## src/rtl/drm_activator_pkg.sv

```systemverilog
// Shared lane layouts, state encoding and constants for the multi-channel DRM activator bridge.
package drm_activator_pkg;

    localparam int LANE_W = 8;

    localparam int RSP_DAT_BIT  = 0;
    localparam int RSP_STA_BIT  = 1;
    localparam int RSP_INTR_BIT = 2;
    localparam int RSP_ACK_BIT  = 3;

    // ACK/INTR are events; every other response bit is a level
    localparam logic [LANE_W-1:0] RESP_EVENT_MASK =
        (LANE_W'(1) << RSP_ACK_BIT) | (LANE_W'(1) << RSP_INTR_BIT);

    typedef struct packed {
        logic [1:0] rsvd;
        logic       cs;
        logic       cyc;
        logic [1:0] adr;
        logic       we;
        logic       dat;
    } cmd_lane_t;

    typedef struct packed {
        logic [3:0] rsvd;
        logic       ack;
        logic       intr;
        logic       sta;
        logic       dat;
    } resp_lane_t;

    typedef enum logic {
        IDLE = 1'b0,
        SEND = 1'b1
    } out_state_t;

endpackage

```

## src/rtl/drm_activator_lane.sv

```systemverilog
// One activator channel: holds the last accepted command lane and samples the response,
// accumulating ACK/INTR until the word carrying them has been loaded for transmission.
module drm_activator_lane
    import drm_activator_pkg::*;
#(
    parameter bit ENABLE = 1'b1
) (
    input  logic       clk,
    input  logic       srst,
    input  logic       load,
    input  logic [7:0] cmd_byte,
    input  logic       clear_events,
    input  logic       ack,
    input  logic       sta,
    input  logic       intr,
    input  logic       dat_o,
    output logic       cs,
    output logic       cyc,
    output logic [1:0] adr,
    output logic       we,
    output logic       dat_i,
    output resp_lane_t resp
);

    cmd_lane_t  cmd_in;
    logic       unused_rsvd;
    logic       cs_reg;
    logic       cyc_reg;
    logic [1:0] adr_reg;
    logic       we_reg;
    logic       dat_reg;
    resp_lane_t resp_reg;
    resp_lane_t resp_next;

    assign cmd_in      = cmd_lane_t'(cmd_byte);
    assign unused_rsvd = ^cmd_in.rsvd;

    always_ff @(posedge clk) begin
        if (srst) begin
            cs_reg  <= 1'b0;
            cyc_reg <= 1'b0;
            adr_reg <= 2'b00;
            we_reg  <= 1'b0;
            dat_reg <= 1'b0;
        end else if (load && ENABLE) begin
            cs_reg  <= cmd_in.cs;
            cyc_reg <= cmd_in.cyc;
            adr_reg <= cmd_in.adr;
            we_reg  <= cmd_in.we;
            dat_reg <= cmd_in.dat;
        end
    end

    // A fresh event arriving on the load cycle survives the clear
    always_comb begin
        resp_next      = '0;
        resp_next.ack  = ENABLE & (ack  | (resp_reg.ack  & ~clear_events));
        resp_next.intr = ENABLE & (intr | (resp_reg.intr & ~clear_events));
        resp_next.sta  = ENABLE & sta;
        resp_next.dat  = ENABLE & dat_o;
    end

    always_ff @(posedge clk) begin
        if (srst) begin
            resp_reg <= '0;
        end else begin
            resp_reg <= resp_next;
        end
    end

    assign cs    = cs_reg;
    assign cyc   = cyc_reg;
    assign adr   = adr_reg;
    assign we    = we_reg;
    assign dat_i = dat_reg;
    assign resp  = resp_reg;

endmodule

```

## src/rtl/drm_activator_bridge_mc.sv

```systemverilog
// AXI4-Stream bridge between the DRM Controller and NUM_CHANNELS activator cores:
// command unpack, change/keep-alive driven response packing, and core power-on reset.
module drm_activator_bridge_mc
    import drm_activator_pkg::*;
#(
    parameter int                      NUM_CHANNELS     = 4,
    parameter int                      POR_DURATION     = 16,
    parameter int                      KEEPALIVE_CYCLES = 1024,
    parameter logic [NUM_CHANNELS-1:0] CHANNEL_MASK     = '1
) (
    input  logic                         drm_aclk,
    input  logic                         drm_arst,
    input  logic                         drm_to_uip_tvalid,
    output logic                         drm_to_uip_tready,
    input  logic [8*NUM_CHANNELS-1:0]    drm_to_uip_tdata,
    output logic                         uip_to_drm_tvalid,
    input  logic                         uip_to_drm_tready,
    output logic [8*NUM_CHANNELS-1:0]    uip_to_drm_tdata,
    output logic [NUM_CHANNELS-1:0]      act_bus_cs,
    output logic [NUM_CHANNELS-1:0]      act_bus_cyc,
    output logic [NUM_CHANNELS-1:0]      act_bus_we,
    output logic [NUM_CHANNELS-1:0]      act_bus_dat_i,
    output logic [2*NUM_CHANNELS-1:0]    act_bus_adr,
    input  logic [NUM_CHANNELS-1:0]      act_bus_ack,
    input  logic [NUM_CHANNELS-1:0]      act_bus_sta,
    input  logic [NUM_CHANNELS-1:0]      act_bus_intr,
    input  logic [NUM_CHANNELS-1:0]      act_bus_dat_o,
    input  logic [NUM_CHANNELS-1:0]      act_code_ready,
    output logic                         act_core_rst,
    output logic                         all_codes_ready
);

    localparam int WORD_W = LANE_W * NUM_CHANNELS;
    localparam int POR_W  = $clog2(POR_DURATION + 1);
    localparam int KA_W   = (KEEPALIVE_CYCLES > 1) ? $clog2(KEEPALIVE_CYCLES) : 1;
    localparam logic [KA_W-1:0] KA_MAX =
        (KEEPALIVE_CYCLES > 0) ? KA_W'(KEEPALIVE_CYCLES - 1) : '0;
    localparam logic [WORD_W-1:0] LEVEL_MASK = {NUM_CHANNELS{~RESP_EVENT_MASK}};

    logic [POR_W-1:0]  por_cnt_reg;
    logic              core_rst_reg;
    logic              cmd_load;
    logic              resp_hs;
    logic              load_word;
    logic              keepalive_hit;
    logic [WORD_W-1:0] resp_q;
    logic [WORD_W-1:0] tdata_reg;
    logic [WORD_W-1:0] last_sent_reg;
    logic [KA_W-1:0]   ka_cnt_reg;
    logic [KA_W-1:0]   ka_cnt_next;
    logic              codes_ready_reg;
    out_state_t        state_reg;
    out_state_t        state_next;
    resp_lane_t        lane_resp [NUM_CHANNELS];

    always_ff @(posedge drm_aclk) begin
        if (drm_arst) begin
            por_cnt_reg  <= '0;
            core_rst_reg <= 1'b1;
        end else if (core_rst_reg) begin
            if (por_cnt_reg == POR_W'(POR_DURATION - 1)) begin
                core_rst_reg <= 1'b0;
            end else begin
                por_cnt_reg <= por_cnt_reg + 1'b1;
            end
        end
    end

    assign drm_to_uip_tready = ~drm_arst & ~core_rst_reg;
    assign cmd_load          = drm_to_uip_tvalid & drm_to_uip_tready;

    genvar gi;
    generate
        for (gi = 0; gi < NUM_CHANNELS; gi++) begin : g_lane
            drm_activator_lane #(
                .ENABLE (CHANNEL_MASK[gi])
            ) u_lane (
                .clk          (drm_aclk),
                .srst         (drm_arst),
                .load         (cmd_load),
                .cmd_byte     (drm_to_uip_tdata[LANE_W*gi +: LANE_W]),
                .clear_events (load_word),
                .ack          (act_bus_ack[gi]),
                .sta          (act_bus_sta[gi]),
                .intr         (act_bus_intr[gi]),
                .dat_o        (act_bus_dat_o[gi]),
                .cs           (act_bus_cs[gi]),
                .cyc          (act_bus_cyc[gi]),
                .adr          (act_bus_adr[2*gi +: 2]),
                .we           (act_bus_we[gi]),
                .dat_i        (act_bus_dat_i[gi]),
                .resp         (lane_resp[gi])
            );
            assign resp_q[LANE_W*gi +: LANE_W] = lane_resp[gi];
        end
    endgenerate

    assign uip_to_drm_tvalid = (state_reg == SEND);
    assign resp_hs           = uip_to_drm_tvalid & uip_to_drm_tready;

    always_comb begin
        ka_cnt_next = ka_cnt_reg;
        if (resp_hs) begin
            ka_cnt_next = '0;
        end else if (ka_cnt_reg != KA_MAX) begin
            ka_cnt_next = ka_cnt_reg + 1'b1;
        end
    end

    assign keepalive_hit = (KEEPALIVE_CYCLES != 0) && (ka_cnt_next == KA_MAX);

    // last_sent keeps only level bits so a consumed event pulse is not resent as a change
    always_comb begin
        state_next = state_reg;
        load_word  = 1'b0;
        case (state_reg)
            IDLE: begin
                if ((resp_q != last_sent_reg) || keepalive_hit) begin
                    state_next = SEND;
                    load_word  = 1'b1;
                end
            end
            SEND: begin
                if (resp_hs) begin
                    state_next = IDLE;
                end
            end
            default: state_next = IDLE;
        endcase
    end

    always_ff @(posedge drm_aclk) begin
        if (drm_arst) begin
            state_reg       <= IDLE;
            tdata_reg       <= '0;
            last_sent_reg   <= '0;
            ka_cnt_reg      <= '0;
            codes_ready_reg <= 1'b0;
        end else begin
            state_reg       <= state_next;
            ka_cnt_reg      <= ka_cnt_next;
            codes_ready_reg <= &(act_code_ready | ~CHANNEL_MASK);
            if (load_word) begin
                tdata_reg     <= resp_q;
                last_sent_reg <= resp_q & LEVEL_MASK;
            end
        end
    end

    assign uip_to_drm_tdata = tdata_reg;
    assign act_core_rst     = core_rst_reg;
    assign all_codes_ready  = codes_ready_reg;

endmodule

```

## config.mk

```make
export PLATFORM = sky130hd
export DESIGN_NAME = drm_activator_bridge_mc
export DESIGN_NICKNAME = d
export VERILOG_FILES = /design/src/rtl/drm_activator_pkg.sv /design/src/rtl/drm_activator_lane.sv /design/src/rtl/drm_activator_bridge_mc.sv
export SDC_FILE = /design/constraint.sdc
export NUM_CORES = 1
export LEC_CHECK = 0
export CORE_ASPECT_RATIO = 0.5
export CORE_MARGIN = 2
export CORE_UTILIZATION = 45
export DETAILED_ROUTE_END_ITERATION = 16
export PLACE_DENSITY = 0.8
export SLEW_MARGIN = 20
export SYNTH_ARGS = -nofsm -noshare
export SYNTH_HDL_FRONTEND = slang
export SYNTH_SLANG_ARGS = --single-unit
```

## constraint.sdc

```tcl
create_clock -name drm_aclk -period 2.2 [get_ports drm_aclk]
set_input_delay 0.22 -clock drm_aclk [delete_from_list [all_inputs] [get_ports drm_aclk]]
set_output_delay 0.22 -clock drm_aclk [all_outputs]
set_load 0.01 [all_outputs]
```

* Yosys cells after proc, flatten, opt, wreduce, memory -nomap -nowiden
Index checks and enable logic that the tools add are counted.
Storage, ports and cells: register bits 114
Cells by class: mux-type cells 8, bitwise operators 24, reduce and logical (&&, ||, !) cells 3, add/subtract/negate cells 2, eq/ne operators 4
Operators by type and width (count):
- inequality test 32 bit | 1
- two-way mux 10 bit | 2
- AND 1 bit | 11
- adder 10 x 1 -> 10 bit (second input constant) | 1
- == test 10 bit (second input constant) | 1
- inequality test 10 bit (second input constant) | 1
- OR 1 bit | 8
- adder 5 x 1 -> 5 bit (second input constant) | 1
- == test 5 x 4 -> 1 bit (second input constant) | 1
- two-way mux 1 bit | 5
- inverter 1 bit | 5
- AND reduction 4 bit | 1
- case mux 1 bit (2 select lines) | 1
- AND reduction 2 bit | 1
- logical OR 1 bit | 1

* Longest topological paths before layout
depth in word-level cells 10, mapped depth 9

* Cells and area by module
From an unflattened synthesis, not the netlist that was laid out.
Unflattened totals: cells, all modules 432, area, all modules 4209.0 um^2
By module, submodules not included:
- drm_activator_bridge_mc | instances 1, area an instance 2707.6 um^2, sequential area each 1001.0 um^2, cells each 284
- drm_activator_lane | instances 4, area an instance 375.4 um^2, sequential area each 200.2 um^2, cells each 37

* Worst setup path before layout
OpenSTA, ideal clock, no wires.
kind register to register, start reg ka_cnt_reg[0], end reg state_reg (netlist: uip_to_drm_tvalid), stages on the path, launching flop included 10, required time 2085 ps, path buffers 2, setup slack 276 ps, period minus slack after synthesis 1924 ps, data arrival time 1809 ps, path through dfxtp_1 -> ha_1 -> nand3_2 -> and3b_1 -> buf_2 -> mux2i_1 -> a211oi_2 -> a21bo_1 -> buf_4 -> o21a_1
Between the ends: cells in the longest elaborated chain, start to end 7, elaborated cells on any way between the ends 8
RTL lines:
- start: declaration | RTL line drm_activator_bridge_mc.sv:49 | logic [KA_W-1:0] ka_cnt_reg;
- start signal: assignment | RTL line drm_activator_bridge_mc.sv:141 | ka_cnt_reg <= ka_cnt_next;
- adder 10 x 1 -> 10 bit / inequality test 10 bit (equally long branches) | RTL line drm_activator_bridge_mc.sv:106, drm_activator_bridge_mc.sv:105
- two-way mux 10 bit (*) | RTL line drm_activator_bridge_mc.sv:105 | end else if (ka_cnt_reg != KA_MAX) begin
- two-way mux 10 bit (*) | RTL line drm_activator_bridge_mc.sv:103 | if (resp_hs) begin
- == test 10 bit (*) | RTL line drm_activator_bridge_mc.sv:110 | assign keepalive_hit = (KEEPALIVE_CYCLES != 0) && (ka_cnt_next == KA_MAX);
- logical OR 1 bit (*) | RTL line drm_activator_bridge_mc.sv:118 | if ((resp_q != last_sent_reg) || keepalive_hit) begin
- two-way mux 1 bit (*) | RTL line drm_activator_bridge_mc.sv:118
- case mux 1 bit (2 select lines) (*) | RTL line drm_activator_bridge_mc.sv:116 | case (state_reg)
- end signal: assignment | RTL line drm_activator_bridge_mc.sv:140 | state_reg <= state_next;
- end: declaration | RTL line drm_activator_bridge_mc.sv:52 | out_state_t state_reg;
Mark *: on every way between the ends. The rest lies on a longest branch, timed or not. A chain may end at the register's enable or synchronous reset.

* Final worst setup path
start reg ka_cnt_reg[0], end reg tdata_reg[26] (netlist: uip_to_drm_tdata[26])
Between the ends: cells in the longest elaborated chain, start to end 7, elaborated cells on any way between the ends 8
RTL lines:
- adder 10 x 1 -> 10 bit / inequality test 10 bit (equally long branches) | RTL line drm_activator_bridge_mc.sv:106, drm_activator_bridge_mc.sv:105
- two-way mux 10 bit (*) | RTL line drm_activator_bridge_mc.sv:105
- two-way mux 10 bit (*) | RTL line drm_activator_bridge_mc.sv:103
- == test 10 bit (*) | RTL line drm_activator_bridge_mc.sv:110
- logical OR 1 bit (*) | RTL line drm_activator_bridge_mc.sv:118
- two-way mux 1 bit (*) | RTL line drm_activator_bridge_mc.sv:118
- two-way mux 1 bit (*) | RTL line drm_activator_bridge_mc.sv:116
- end signal: assignment | RTL line drm_activator_bridge_mc.sv:144 | tdata_reg <= resp_q;
- end: declaration | RTL line drm_activator_bridge_mc.sv:47 | logic [WORD_W-1:0] tdata_reg;
Marks and branches as above.

==> impl_results.md <==
- Status: finished clean
- Largest net degree at the start of global routing: 75
- Antenna viol nets, final: 0
- Hold endpoint: por_cnt_reg[1]
- CTS tree: done
- Via density: around 4.8
- Top cell type by total area after synthesis: dfxtp_1
- Setup tns final: 0 ns
- FF+latch area: about 1500 sq um
- Root Driver: clkbuf_16
- Fin crit period: ~2.1 ns
- R2R setup slack: 0.11 ns
- First-pass GRT wire length: approximately 11000 microns
- VDD IR max: 0.000415 V
- Post-Syn Area: approximately 3400 sq um
- Layout Nets: 528
- Die Ht: 65.2 microns
- CTS clk-pin slew, worst paths: roughly 0.05 ns
- Final setup violation count: 0
- Layout cells sized above 1: 0.117
- Syn_area_per_cell: about 9 sq um
- DR pass1 iterations: 4
- Wire per inst: around 12 microns
- Filler instances: 587
- Clock latency on the worst-skew pair: 0.33 ns
- Num CTS Buffers: 9
- Pwr per Cell Area: 650 nW/um^2
- #FFs+latches synth: 74
- Top cells by area, synth: dfxtp_1 44%, nand2b_1 8.0%, buf_4 7.6%
- Synthesis-to-finish area growth: 36.0%
- H-tree lvl count: 3
- Max cap viols: 0
- Hold depth: 3
- Vias: about 2700
- Total Wirelength: 6790 microns
- Initial DRC Count: about 160
- IO Pins: ~120
- GRT Total Usage: 0.168
- Cts hold-fix bufs: 0
- Hold Startpoint: drm_arst
- Multi-input logic area: between 1500 and 2000 sq um
- Post-Synthesis Cells: 381
- Total power: ~3 mW
- Die area: 8230 sq um
- Port Buffers: between 90 and 100
- Synth cell types: 42
- Post-synth top flop: dfxtp_1
- Fmax: between 400 and 500 MHz
- Final hold slack: about 0.36 ns
- Unrepaired setup endpoints after global routing: false
- Worst Hold Class: in2reg
- Worst setup path class: reg2reg
- Yosys warning total: 0
- Skew final: ~0.0054 ns
- Max Buffers Root-to-Sink: 2
- Gpl congestion: between 0.8 and 0.9
- DRC viols: 0
- Vias in the first global route: 2510
- Antenna Cells: 0
- Count of final max-slew check failures: 0
- Crit Reg-Reg Startpoint: ka_cnt_reg[0]
- Most common cell after layout, fill and taps aside: clkdlybuf4s50_1
- Final worst-path cycle share: 0.950
- CP Data Arrival Time: between 2 and 2.5 ns
- GRT overflow: 0
- Most frequent cells in the layout: 90 x clkdlybuf4s50_1, 74 x dfxtp_1, 43 x nand2b_1
- Final Hold Fails: 0
- Num rows: 22
- Worst reg2reg path depth: 8
- Sink Count: 74
- Die width: ~130 microns
- CP Launch Type: flop
- Worst Path Required: between 2 and 2.5 ns
- FF-to-FF End: uip_to_drm_tdata[26]
- Crit end category: flop
- Post-synth top area share: 0.440
- Crit-path max FO: 9
- Lkg Pwr: 1.72 nW
- Setup crit start: ka_cnt_reg[0]
- Seq/Total Area, Yosys: 0.440
- Post-synth ARST share: 0
- Placeable Area: roughly 7300 sq um
- Number of synthesized flops with an enable pin: 0
- Initial Utilization: 0.462
- Placed wire-length estimate: between 4000 and 5000 microns
- Initial antenna violation count: 0
==> layer usage <==
metal	GRT usage	part of all wire
met5	0	0
met4	0.0810	0.016
met3	0.0651	0.069
met2	0.275	0.48
met1	0.195	0.44
==> synthesized netlist by cell type, drive strengths merged (3+ instances only) <==
cell type	n
nand2b	43
clkbuf	16
nand3	6
buf	38
and3	5
nor3	3
nand2	31
dfxtp	74
nor2	32
o21ai	28
nor4	4
a21oi	20
xor2	5
nand4	6
nor2b	10
and2	3
a211oi	12
mux2i	12
xnor2	9
inv	3
ha	3
==> area by class of cell <==
cell class / instances / share of cell area
well taps: 96 / 0.0262
clock buffers: 9 / 0.0492
flip-flops and latches: 74 / 0.323
multi-input cells: 265 / 0.352
inverters: 3 / 0.00246
clock inverters: 4 / 0.00492
repair buffers: 116 / 0.241
==> kinds of logic after synthesis <==
family                   Yosys count  synth area share
AND/OR/NAND/NOR                  149             0.233
multiplexers                      12            0.0357
AO/OA/AOI/OAI                     71             0.138
buffers and inverters             57             0.105
adder cells (fa/ha/maj)            3            0.0111
other                              1           0.00111
XOR/XNOR                          14            0.0364
flip-flops                        74             0.440
==> worst max-delay path, cell delays in order (launching register included) <==
cell and delay, ns:
dfxtp_1 0.37, ha_4 0.18, nand3_2 0.07, buf_4 0.15
or3_4 0.38, a31o_1 0.25, nor2_1 0.10, a21bo_2 0.32
a211oi_2 0.12
==> repair_timing <==
item | in CTS | in global routing
endpoints found under the hold margin | 0 | 0
buffers inserted | 0 | 0
setup endpoints to repair | 17 | 17
resized for setup | 2 | 3
==> metrics by stage <==
step,instance area (sq um),worst slack (ns),utilization,cells
after detailed placement,4310,-0.169,0.591,554
final,4580,0.111,0.628,567
after global routing,4580,0.0203,0.628,567
after global placement,4310,-0.109,0.591,554
after floorplan,3420,0.276,-,396
after CTS,4560,0.0370,0.625,567
==> power by group <==
group / total [mW] / internal (mW) / switching [mW]
clock network: 1.24 / 0.736 / 0.503
logic: 0.326 / 0.192 / 0.134
registers: 1.41 / 1.38 / 0.0303
total: 2.98 / 2.31 / 0.668
==> worst max-delay path by stage <==
stage	cells after the start	slack, ns	to
floorplan	9	0.28	uip_to_drm_tvalid
global placement	7	-0.11	uip_to_drm_tdata[24]
detailed placement	7	-0.17	uip_to_drm_tdata[25]
CTS	8	0.04	uip_to_drm_tdata[26]
global route	8	0.02	uip_to_drm_tdata[8]
finish	8	0.11	uip_to_drm_tdata[26]
Power figures use the tool's default switching activity.
